## src/rtl/cv32e40p_popcnt_tmr_pipe.sv

```systemverilog
// cv32e40p_popcnt_tmr_pipe: two-stage, triple-redundant population counter.
// The replica results are majority voted, and replica faults are reported.
//
// Parameters:
//   LEN   - operand width in bits (>= 2)
//   CNT_W - error counter width
//   RES_W - result width, $clog2(LEN+1) (localparam)
//
// Ports:
//   clk           in   rising-edge clock
//   rst           in   asynchronous active-high reset
//   valid_i       in   operand valid
//   ready_o       out  block can accept an operand
//   in_i          in   operand [LEN-1:0]
//   valid_o       out  result valid
//   ready_i       in   downstream accepts the result
//   result_o      out  voted popcount [RES_W-1:0]
//   err_o         out  corrected error on this beat (exactly two replicas agree)
//   fatal_o       out  uncorrectable beat (no two replicas agree)
//   err_replica_o out  sticky per-replica disagreement flags [2:0]
//   clear_i       in   clears err_replica_o and err_cnt_o
//   err_cnt_o     out  saturating count of erroneous accepted beats [CNT_W-1:0]
//
// Build option: define CV32E40P_POPCNT_TMR_ERR_CNT_EN to implement the
// error counter. Without it, err_cnt_o is tied to zero and has no flops.

module cv32e40p_popcnt_tmr_pipe_rep #(
    parameter int unsigned LEN   = 32,
    parameter int unsigned RES_W = 6
) (
    input  logic             clk,
    input  logic             rst,
    input  logic             i_ld1,
    input  logic             i_ld2,
    input  logic [LEN-1:0]   i_op,
    output logic [RES_W-1:0] o_res
);

    logic [LEN-1:0]   r_op;
    logic [RES_W-1:0] r_res;
    logic [RES_W-1:0] w_cnt;

    always_comb begin
        w_cnt = '0;
        for (int i = 0; i < LEN; i++) begin
            w_cnt = w_cnt + RES_W'(r_op[i]);
        end
    end

    always_ff @(posedge clk or posedge rst) begin
        if (rst) begin
            r_op <= '0;
        end else if (i_ld1) begin
            r_op <= i_op;
        end
    end

    always_ff @(posedge clk or posedge rst) begin
        if (rst) begin
            r_res <= '0;
        end else if (i_ld2) begin
            r_res <= w_cnt;
        end
    end

    assign o_res = r_res;

endmodule

module cv32e40p_popcnt_tmr_pipe #(
    parameter int unsigned LEN   = 32,
    parameter int unsigned CNT_W = 8,
    localparam int unsigned RES_W = $clog2(LEN + 1)
) (
    input  logic             clk,
    input  logic             rst,
    input  logic             valid_i,
    output logic             ready_o,
    input  logic [LEN-1:0]   in_i,
    output logic             valid_o,
    input  logic             ready_i,
    output logic [RES_W-1:0] result_o,
    output logic             err_o,
    output logic             fatal_o,
    output logic [2:0]       err_replica_o,
    input  logic             clear_i,
    output logic [CNT_W-1:0] err_cnt_o
);

    logic             r_v1;
    logic             r_v2;
    logic             w_en1;
    logic             w_en2;
    logic             w_ld1;
    logic [RES_W-1:0] w_res0;
    logic [RES_W-1:0] w_res1;
    logic [RES_W-1:0] w_res2;
    logic             w_a01;
    logic             w_a02;
    logic             w_a12;
    logic             w_all;
    logic             w_any;
    logic             w_err;
    logic             w_fatal;
    logic [2:0]       w_bad;
    logic             w_acc;
    logic [2:0]       r_err_rep;

    // A stage may advance when it is empty or its successor advances.
    assign w_en2   = ~r_v2 | ready_i;
    assign w_en1   = ~r_v1 | w_en2;
    assign w_ld1   = valid_i & w_en1;
    assign ready_o = w_en1;
    assign valid_o = r_v2;

    always_ff @(posedge clk or posedge rst) begin
        if (rst) begin
            r_v1 <= 1'b0;
        end else if (w_en1) begin
            r_v1 <= valid_i;
        end
    end

    always_ff @(posedge clk or posedge rst) begin
        if (rst) begin
            r_v2 <= 1'b0;
        end else if (w_en2) begin
            r_v2 <= r_v1;
        end
    end

    // Each replica owns its operand and result registers so a single upset
    // cannot reach more than one of them; keep them through synthesis.
    (* dont_touch = "true" *)
    cv32e40p_popcnt_tmr_pipe_rep #(
        .LEN   (LEN),
        .RES_W (RES_W)
    ) u_rep0 (
        .clk   (clk),
        .rst   (rst),
        .i_ld1 (w_ld1),
        .i_ld2 (w_en2),
        .i_op  (in_i),
        .o_res (w_res0)
    );

    (* dont_touch = "true" *)
    cv32e40p_popcnt_tmr_pipe_rep #(
        .LEN   (LEN),
        .RES_W (RES_W)
    ) u_rep1 (
        .clk   (clk),
        .rst   (rst),
        .i_ld1 (w_ld1),
        .i_ld2 (w_en2),
        .i_op  (in_i),
        .o_res (w_res1)
    );

    (* dont_touch = "true" *)
    cv32e40p_popcnt_tmr_pipe_rep #(
        .LEN   (LEN),
        .RES_W (RES_W)
    ) u_rep2 (
        .clk   (clk),
        .rst   (rst),
        .i_ld1 (w_ld1),
        .i_ld2 (w_en2),
        .i_op  (in_i),
        .o_res (w_res2)
    );

    // Bitwise vote; with no agreeing pair this is still the output value.
    assign result_o = (w_res0 & w_res1)
                    | (w_res0 & w_res2)
                    | (w_res1 & w_res2);

    assign w_a01 = (w_res0 == w_res1);
    assign w_a02 = (w_res0 == w_res2);
    assign w_a12 = (w_res1 == w_res2);
    assign w_all = w_a01 & w_a02;
    assign w_any = w_a01 | w_a02 | w_a12;

    assign w_err   = r_v2 & ~w_all & w_any;
    assign w_fatal = r_v2 & ~w_any;
    assign err_o   = w_err;
    assign fatal_o = w_fatal;

    // Odd one out is the replica outside the agreeing pair.
    always_comb begin
        w_bad = 3'b000;
        if (w_fatal) begin
            w_bad = 3'b111;
        end else if (w_err) begin
            w_bad[0] = w_a12 & ~w_a01;
            w_bad[1] = w_a02 & ~w_a01;
            w_bad[2] = w_a01 & ~w_a02;
        end
    end

    assign w_acc = r_v2 & ready_i;

    // A flag raised in the clearing cycle survives the clear.
    always_ff @(posedge clk or posedge rst) begin
        if (rst) begin
            r_err_rep <= 3'b000;
        end else begin
            r_err_rep <= (clear_i ? 3'b000 : r_err_rep)
                       | (w_acc ? w_bad : 3'b000);
        end
    end

    assign err_replica_o = r_err_rep;

`ifdef CV32E40P_POPCNT_TMR_ERR_CNT_EN
    logic             w_hit;
    logic [CNT_W-1:0] r_cnt;

    assign w_hit = w_acc & (w_err | w_fatal);

    always_ff @(posedge clk or posedge rst) begin
        if (rst) begin
            r_cnt <= '0;
        end else if (clear_i) begin
            r_cnt <= w_hit ? CNT_W'(1) : '0;
        end else if (w_hit && (r_cnt != {CNT_W{1'b1}})) begin
            r_cnt <= r_cnt + CNT_W'(1);
        end
    end

    assign err_cnt_o = r_cnt;
`else
    assign err_cnt_o = '0;
`endif

endmodule

```

## config.mk

```make
export PLATFORM = sky130hd
export DESIGN_NAME = cv32e40p_popcnt_tmr_pipe
export DESIGN_NICKNAME = d
export VERILOG_FILES = /design/src/rtl/cv32e40p_popcnt_tmr_pipe.sv
export SDC_FILE = /design/constraint.sdc
export NUM_CORES = 1
export LEC_CHECK = 0
export ABC_AREA = 1
export ABC_CLOCK_PERIOD_IN_PS = 4310
export BUFFER_PORTS_ARGS = -buffer_cell sky130_fd_sc_hd__buf_2
export CAP_MARGIN = 30
export CORE_MARGIN = 1.5
export CORE_UTILIZATION = 49
export CTS_CLUSTER_SIZE = 12
export DETAILED_ROUTE_END_ITERATION = 10
export PLACE_DENSITY = 0.76
export SYNTH_ARGS = -nofsm -noshare
export SYNTH_HDL_FRONTEND = slang
export SYNTH_SLANG_ARGS = --single-unit
export TNS_END_PERCENT = 50
```

## constraint.sdc

```tcl
create_clock -name clk -period 4.31 [get_ports clk]
set_input_delay 0.2155 -clock clk [delete_from_list [all_inputs] [get_ports clk]]
set_output_delay 0.2155 -clock clk [all_outputs]
set_load 0.02 [all_outputs]
```

==> results of run 1 <==
[cell type report]
type                            instances  share of cell area
Inverter                               56              0.0706
Multi-Input combinational cell        163               0.428
Tap cell                               70              0.0294
Timing Repair Buffer                   59               0.113
Clock buffer                            5              0.0231
Sequential cell                        40               0.336
[through the flow]
stage / std cells / util / hold WS [ns]
global placement: 384 / 0.559 / 0.359
detailed placement: 384 / 0.559 / 0.364
CTS: 390 / 0.577 / 0.0461
finish: 393 / 0.587 / 0.0334
floorplan: 280 / - / 0.360
global route: 393 / 0.587 / 0.105
[registers in the layout, indices dropped and copies added (netlist names)]
signal,flops
valid_o,1
u_rep2.o_res,6
r_v1,1
u_rep1.r_op,32
[cell usage after synthesis]
cell	instances	area, µm²
nand3_1	17	85.1
conb_1	1	3.75
nand4_1	1	6.26
a21oi_2	17	149
dfrtp_1	40	1000
buf_6	4	45.0
nand2_8	1	20.0
nand2_4	1	11.3
fa_1	24	480
nor2_1	24	90.1
nor2_4	1	11.3
nand2_1	46	173
buf_2	3	15.0
inv_1	56	210
or2_2	1	6.26
buf_4	14	105
o21ai_0	4	20.0
ha_1	8	100
a21oi_1	5	25.0
[final timing paths]
check | cells past startpoint | endpoint | slack (ns)
hold reg to reg | 2 | u_rep2.o_res[5] | 0.48
setup / recovery | 16 | u_rep2.o_res[4] | -0.42
setup reg to reg | 16 | u_rep2.o_res[4] | -0.42
max in group asynchronous | 3 | u_rep1.r_op[21] | 3.92
hold / removal | 3 | u_rep2.o_res[5] | 0.03
min in group clk | 3 | u_rep1.r_op[16] | 0.15
[worst register-to-register path, cell delays in order (launching register included)]
cell and delay, ns:
dfrtp_1 0.39, ha_1 0.28, inv_1 0.05, fa_1 0.49
fa_1 0.43, fa_1 0.51, fa_1 0.43, fa_1 0.53
fa_1 0.45, fa_2 0.37, fa_2 0.35, inv_2 0.06
nand2_2 0.05, nand3_2 0.08, nand3_2 0.06, nand2_1 0.06
nand2_1 0.04
[metal layers]
layer	part of all wire	vias to the layer above	global-route usage
met5	0	-	0
met4	0.016	0	0.0595
met3	0.044	6	0.0361
met2	0.50	40	0.279
met1	0.44	814	0.227
li1	-	878	-
[kinds of logic (layout without fill, tap and decap cells)]
family / count (synthesis) / after routing / synth area share
adders and majority gates: 32 / 32 / 0.227
DFF: 40 / 40 / 0.391
buffers and inverters: 77 / 120 / 0.147
and+or+nand+nor: 92 / 92 / 0.158
other: 1 / 13 / 0.00147
AOI/OAI and AO/OA: 26 / 26 / 0.0758
[repair_timing]
item / in CTS / in global routing
setup buffers: 1 / 3
pin swaps: 6 / 1
setup endpoints to repair: 6 / 6
gates resized for setup: 3 / 7
==> results by group, run 1 <==
Logic synthesis
  – Mapped cell area: 2560 µm²
  – Cells after Synth: 268
  – Post-synthesis sequential area ratio: 0.391
  – Synthesized flop and latch total: 40
  – Mean Syn Cell Area: 9.54 µm²
  – Synthesis Warnings: 0
  – Distinct cell type count after synthesis: 19

Global routing
  – Initial antenna violation count: 0
  – Vias in the first global route: 1602
  – All-layer global routing usage: 0.170
  – Largest net degree at the start of global routing: 56
  – First-pass GRT wire length: 7.07 mm
  – Global route overflow: 0

Timing
  – Actual slew at the worst max-slew pin: 0.510 ns
  – Min Tclk post-route: 4.73 ns
  – # setup viols final: 5
  – Hold Vio Cnt, Final: 0
  – Worst Slack Setup Final: -0.421 ns
  – Max-slew violation count: 0
  – Fin crit share: 1.10
  – Relative max-transition margin: 0.660
  – Worst Skew: 0.00154 ns
  – Unrepaired setup endpoints after global routing: true
  – F_max: 211 MHz
  – Setup TNS Final: -1.49 ns

Place
  – Area post-placement: 2840 µm²
  – Post-DP HPWL: 3.33 mm
  – Post-place setup slack: -0.506 ns
  – PortBufs: 43
  – Placer congestion estimate: 0.732

Final layout
  – Fill cell count: 459
  – Most frequent cells in the layout: inv_1 (53), nand2_1 (45), buf_2 (43)
  – Post-layout nets: 394
  – Final instance area: 2980 µm²
  – Sequential cell area: 1000 µm²
  – # diodes: 0
  – Commonest non-fill, non-tap cell in the layout: inv_1
  – Area of the multi-input gates: 1280 µm²
  – Share of layout cells above drive strength 1: 0.300
  – P&R area growth vs syn: 16.5%

Critical path
  – Worst R2R Start: u_rep1.r_op[1]
  – Cell repeated most along the worst path: fa_1
  – Worst EP arrival: 4.92 ns
  – CP Capture Type: flop
  – Startpoint Class: flop
  – Worst EP required: 4.50 ns
  – WP buf/inv: 2
  – Kind of critical path: flop to flop
  – CP Cell Sequence: ha_1, inv_1, fa_1, fa_1, fa_1, fa_1, fa_1, fa_1, fa_2, fa_2, inv_2, nand2_2, nand3_2, nand3_2, nand2_1, nand2_1
  – Slowest cell delay on critical path: 0.53 ns
  – Critical path launch point: u_rep1.r_op[1]
  – CP delay by family, top: adder cells
  – CP Max Fanout: 2
  – Max stage delay cell, worst path: fa_1

Clocking
  – CTS tree: built
  – CTS Sinks: 40
  – Clk_lat worst skew: 0.29 ns
  – H-tree levels: 2
  – Reg clk slew, reported paths: 0.07 ns
  – # hold bufs at CTS: 0
  – CTS root buffer: clkbuf_8
  – Num CTS Buffers: 5
  – Maximum root-to-sink buffer count: 2

Floorplanning
  – Core footprint: 5070 µm²
  – Die area: 5660 µm²
  – Cell row count: 26
  – Chip height: 75.2 µm
  – Starting Density: 0.504
  – I/O Pins: 58
  – Die width: 75.2 µm

Worst hold path
  – Hold WC Path Type: input port to async pin

Route
  – Vias: 1738
  – Routed Antenna Nets: 0
  – DRC viols: 0
  – Number of DRC markers in iteration 0: 63
  – Initial DRT Pass Iterations: 4
  – DRT Wirelength: 4.36 mm
  – Drt via density: 4.42
  – Drt wl/cell: 11.1 µm

Run status
  – Violated checks: negative setup slack
  – Status: finished, violations left

Run
  – Max Cap Viol: 0
Power of run 1 is left out: the tool's default activity adds up to more than one toggle a clock period on the data nets, which glitch-free logic cannot reach.
==> inputs of run 2 (changes only) <==
--- a/config.mk
+++ b/config.mk
@@ -9,6 +9,7 @@
 export ABC_CLOCK_PERIOD_IN_PS = 4310
 export BUFFER_PORTS_ARGS = -buffer_cell sky130_fd_sc_hd__buf_2
 export CAP_MARGIN = 30
+export CORE_ASPECT_RATIO = 0.7
 export CORE_MARGIN = 1.5
 export CORE_UTILIZATION = 49
 export CTS_CLUSTER_SIZE = 12
==> results by group, run 2 (same netlist as run 1, synthesis figures left out) <==
Clocking
  – Reg clk slew, reported paths: 0.07 ns
  – CTS Sinks: 40
  – Num CTS Buffers: 5
  – H-tree levels: 2
  – CTS tree: built
  – Clk_lat worst skew: 0.29 ns
  – Maximum root-to-sink buffer count: 2
  – CTS root buffer: clkbuf_8
  – # hold bufs at CTS: 0

Final layout
  – # diodes: 0
  – Final instance area: 2960 µm²
  – Post-layout nets: 391
  – Commonest non-fill, non-tap cell in the layout: inv_1
  – Largest register FFs: 32
  – P&R area growth vs syn: 15.8%
  – Most frequent cells in the layout: inv_1 (52), nand2_1 (45), buf_2 (43)
  – Share of layout cells above drive strength 1: 0.295
  – Largest reg by FF count: u_rep1.r_op

Floorplanning
  – Die area: 5670 µm²
  – I/O Pins: 58
  – Die width: 89.4 µm
  – Chip height: 63.4 µm
  – Starting Density: 0.523
  – Core footprint: 4890 µm²
  – Cell row count: 21

Timing
  – Hold Vio Cnt, Final: 0
  – # setup viols final: 5
  – Min Tclk post-route: 4.72 ns
  – Max-slew violation count: 0
  – Worst Skew: 0.00225 ns
  – Fin crit share: 1.10
  – Unrepaired setup endpoints after global routing: true
  – F_max: 212 MHz
  – Worst Slack Setup Final: -0.411 ns

Critical path
  – CP Max Fanout: 2
  – CP Capture Type: flop
  – Flop-to-flop setup slack: -0.41 ns
  – Startpoint Class: flop
  – Worst EP arrival: 4.90 ns
  – Worst R2R Start: u_rep1.r_op[0]
  – Reg-to-Reg End: u_rep2.o_res[4]
  – Worst EP required: 4.49 ns
  – Worst reg-to-reg path cell count: 16
  – Kind of critical path: flop to flop

Run status
  – Violated checks: negative setup slack
  – Status: finished, violations left

Global routing
  – GR Util met3: 0.0485
  – All-layer global routing usage: 0.180
  – Largest net degree at the start of global routing: 56
  – Gr busiest metal: met1
  – Vias in the first global route: 1659
  – First-pass GRT wire length: 7.54 mm
  – Met1 Usage GRT: 0.274
  – Initial antenna violation count: 0
  – Global route overflow: 0
  – Met2 usage: 0.257

Route
  – DRT Wirelength: 4.53 mm
  – Drt via density: 4.41
  – Initial DRT Pass Iterations: 4
  – Drt wl/cell: 11.6 µm
  – Number of DRC markers in iteration 0: 46
  – Routed Antenna Nets: 0
  – Vias: 1724
  – DRC viols: 0

Worst hold path
  – Hold WC Path Type: input port to async pin

Place
  – Area post-placement: 2810 µm²
  – PortBufs: 43
  – Placer congestion estimate: 0.866
  – Post-place setup slack: -0.464 ns
  – Post-DP HPWL: 3.49 mm

Run
  – Max Cap Viol: 0
run 2: cell types whose count changed in the layout (fill, tap and decap cells not counted), sizes merged:
| cell | before | now |
|---|---|---|
| buf | 59 | 56 |
| clkbuf | 5 | 6 |
| clkinv | 0 | 1 |
run 2: repair_timing:
item	4_1_cts	5_1_grt
setup endpoints to repair	6	6
setup buffers	1	3
resized for setup	3	8
pin swaps	6	2
endpoints found under the hold margin	0	0
run 2: how the worst max path moves through the flow:
stage,to,slack [ns],cells after the start,from
floorplan,u_rep2.o_res[4],-0.31,16,u_rep1.r_op[0]
global placement,u_rep2.o_res[4],-0.39,16,u_rep1.r_op[0]
detailed placement,u_rep2.o_res[4],-0.46,16,u_rep1.r_op[0]
CTS,u_rep2.o_res[4],-0.43,16,u_rep1.r_op[0]
global route,u_rep2.o_res[4],-0.54,16,u_rep1.r_op[0]
finish,u_rep2.o_res[4],-0.41,16,u_rep1.r_op[0]
run 2: per-stage QoR:
step | cells | utilization | hold WS, ns | setup TNS (ns)
floorplan | 280 | - | 0.360 | -0.926
global placement | 380 | 0.575 | 0.365 | -1.47
detailed placement | 380 | 0.575 | 0.368 | -1.82
CTS | 388 | 0.598 | 0.0492 | -1.38
global route | 391 | 0.606 | 0.0910 | -2.13
finish | 391 | 0.606 | 0.0417 | -1.46
run 2: metal layers:
layer / wire length, µm / up-vias
met5: 0 / -
met4: 44 / 0
met3: 214 / 5
met2: 2010 / 43
met1: 2260 / 799
li1: - / 877
run 2: area by class of cell:
cell class              count  area (µm²)
multi-input cells         163        1270
inverters                  56         213
clock inverters             1        5.00
flip-flops and latches     40        1000
repair buffers             56         313
fillers                   435        1930
well taps                  69        86.3
clock buffers               6        72.6
run 2: critical path, stage by stage, from the launching register on:
cell	delay (ns)
dfrtp_1	0.39
ha_1	0.30
inv_2	0.04
fa_1	0.49
fa_1	0.43
fa_1	0.51
fa_1	0.42
fa_1	0.53
fa_1	0.44
fa_2	0.38
fa_2	0.36
inv_2	0.06
nand2_2	0.05
nand3_2	0.07
nand3_2	0.05
nand2_1	0.05
nand2_1	0.04
Power of run 2 is left out for the same reason.
==> inputs of run 3 (changes only) <==
--- a/config.mk
+++ b/config.mk
@@ -5,7 +5,6 @@
 export SDC_FILE = /design/constraint.sdc
 export NUM_CORES = 1
 export LEC_CHECK = 0
-export ABC_AREA = 1
 export ABC_CLOCK_PERIOD_IN_PS = 4310
 export BUFFER_PORTS_ARGS = -buffer_cell sky130_fd_sc_hd__buf_2
 export CAP_MARGIN = 30
==> results by group, run 3 <==
Run status
  – Violated checks: negative setup slack
  – Status: finished, violations left

Logic synthesis
  – Share of the synthesized area in the top cell type: 0.384
  – Synth Area in Simple Gates: 0.0485
  – Main combinational cell family by area after synthesis: adder cells
  – Distinct cell type count after synthesis: 24
  – Mux contribution to synthesized area: 0.182
  – Leading area contributor after synthesis: dfrtp_1
  – Most common cell in the netlist: inv_1
  – Adder-cell area share of the yosys netlist: 0.223
  – Mapped cell area: 2600 µm²
  – Post-synthesis sequential area ratio: 0.384
  – Synthesized flop and latch total: 40
  – Post-synthesis compound-gate area fraction: 0.0298
  – Cells after Synth: 198
  – Asr flop ratio synth: 1.00
  – Synthesis Warnings: 0
  – Post-synth top cells: inv_1 (46), dfrtp_1 (40), mux2_4 (30)
  – Ys flop type: dfrtp_1
  – XOR/XNOR Fraction of Synth Area: 0
  – Synth area leaders: dfrtp_1 (38%), fa_1 (18%), mux2_4 (17%), inv_1 (6.6%), ha_1 (3.8%)
  – Mean Syn Cell Area: 13.2 µm²
  – EDFF count, synth: 0

Place
  – Placer congestion estimate: 0.726
  – Post-DP HPWL: 3.03 mm
  – PortBufs: 43
  – Placed Cells: 319

Critical path
  – Startpoint Class: flop
  – CP Capture Type: flop
  – Critical path launch point: u_rep1.r_op[0]
  – Worst EP arrival: 5.15 ns
  – Worst EP required: 4.49 ns
  – Worst R2R Start: u_rep1.r_op[0]
  – CP Max Fanout: 2
  – Kind of critical path: flop to flop

Final layout
  – Largest reg by FF count: u_rep1.r_op
  – # diodes: 0
  – P&R area growth vs syn: 17.4%
  – Largest register FFs: 32
  – Post-layout nets: 328
  – Commonest non-fill, non-tap cell in the layout: inv_1
  – Most frequent cells in the layout: inv_1 (45), buf_2 (43), dfrtp_1 (40)
  – Finished Layout Cells: 329
  – Share of layout cells above drive strength 1: 0.431

Timing
  – Worst Skew: 0.0107 ns
  – F_max: 201 MHz
  – Unrepaired setup endpoints after global routing: true
  – Worst Slack Setup Final: -0.662 ns
  – Hold Vio Cnt, Final: 0
  – Min Tclk post-route: 4.97 ns
  – Max-slew violation count: 0
  – Fin crit share: 1.15
  – Hold WS: 0.0383 ns
  – # setup viols final: 5
  – Setup TNS Final: -2.06 ns

Route
  – Routed Antenna Nets: 0
  – Vias: 1463
  – Drt via density: 4.45
  – DRT Wirelength: 3.95 mm
  – Initial DRT Pass Iterations: 4
  – DRC viols: 0
  – Drt wl/cell: 12.0 µm
  – Number of DRC markers in iteration 0: 49

Clocking
  – Clk_lat worst skew: 0.29 ns
  – H-tree levels: 2
  – CTS Sinks: 40
  – Num CTS Buffers: 5
  – Maximum root-to-sink buffer count: 2
  – # hold bufs at CTS: 0
  – Reg clk slew, reported paths: 0.08 ns
  – CTS root buffer: clkbuf_8
  – CTS tree: built

Floorplanning
  – Chip height: 64.0 µm
  – Starting Density: 0.527
  – Core footprint: 4940 µm²
  – Cell row count: 21
  – I/O Pins: 58
  – Die width: 90.1 µm
  – Die area: 5770 µm²

Global routing
  – First-pass GRT wire length: 7.10 mm
  – Largest net degree at the start of global routing: 41
  – Vias in the first global route: 1583
  – All-layer global routing usage: 0.158
  – Global route overflow: 0
  – Initial antenna violation count: 0

Run
  – Max Cap Viol: 0

Worst hold path
  – Hold WC Path Type: input port to async pin
run 3: cell types whose count changed after synthesis, moves of 2 or more:
| cell | previous run | this run |
|---|---|---|
| nand2_1 | 46 | 4 |
| mux2_4 | 0 | 30 |
| nor2_1 | 24 | 3 |
| a21oi_2 | 17 | 0 |
| nand3_1 | 17 | 0 |
| inv_1 | 56 | 46 |
| buf_12 | 0 | 3 |
| buf_2 | 3 | 0 |
| buf_6 | 4 | 1 |
| nand2b_1 | 0 | 3 |
| a21oi_1 | 5 | 3 |
| mux2_2 | 0 | 2 |
| o21a_1 | 0 | 2 |
| o31ai_1 | 0 | 2 |
run 3: logic make-up after synthesis:
group | after synthesis
mux | 32
flops | 40
compound gates | 13
simple gates | 17
other cells | 1
buf+inv | 63
fa+ha+maj | 32
run 3: timing repair:
action / CTS / global route
endpoints found under the setup margin: 5 / 6
buffers inserted: 2 / 0
gates resized for setup: 4 / 3
pin swaps: 4 / 0
run 3: worst max-delay path, cell delays in order (launching register included):
cell     delay [ns]
dfrtp_1        0.39
ha_1           0.29
inv_1          0.08
fa_1           0.42
fa_1           0.47
fa_1           0.54
fa_1           0.43
fa_1           0.53
fa_1           0.43
fa_2           0.36
fa_2           0.36
nor2b_2        0.14
o21a_1         0.15
nor3_2         0.04
o31ai_1        0.22
run 3: worst paths after layout:
path | end | slack, ns | cells after the start
setup / recovery | u_rep2.o_res[4] | -0.66 | 14
hold / removal | u_rep1.r_op[26] | 0.04 | 3
min in group clk | u_rep1.r_op[26] | 0.15 | 2
max in group asynchronous | u_rep1.r_op[6] | 3.93 | 3
hold reg to reg | u_rep2.o_res[5] | 0.49 | 2
setup reg to reg | u_rep2.o_res[4] | -0.66 | 14
run 3: metrics by stage:
stage / util / instance area (µm²) / setup WS (ns)
after CTS: 0.616 / 3040 / -0.678
after detailed placement: 0.585 / 2890 / -0.676
final: 0.619 / 3060 / -0.662
after floorplan: - / 2650 / -0.422
after global routing: 0.619 / 3060 / -0.846
after global placement: 0.585 / 2890 / -0.519
run 3: final cells by class:
class	count	area, µm²
fill	412	1880
multi-input combinational	107	1340
sequential	40	1000
timing repair buffer	59	335
inverter	46	173
clock buffer	7	96.3
tap	69	86.3
clock inverter	1	30.0
run 3: metal layers:
layer	wire, µm	track usage
met1	1920	0.214
met2	1780	0.246
met3	202	0.0488
met4	40	0.0476
met5	0	0
Power of run 3 is left out for the same reason.
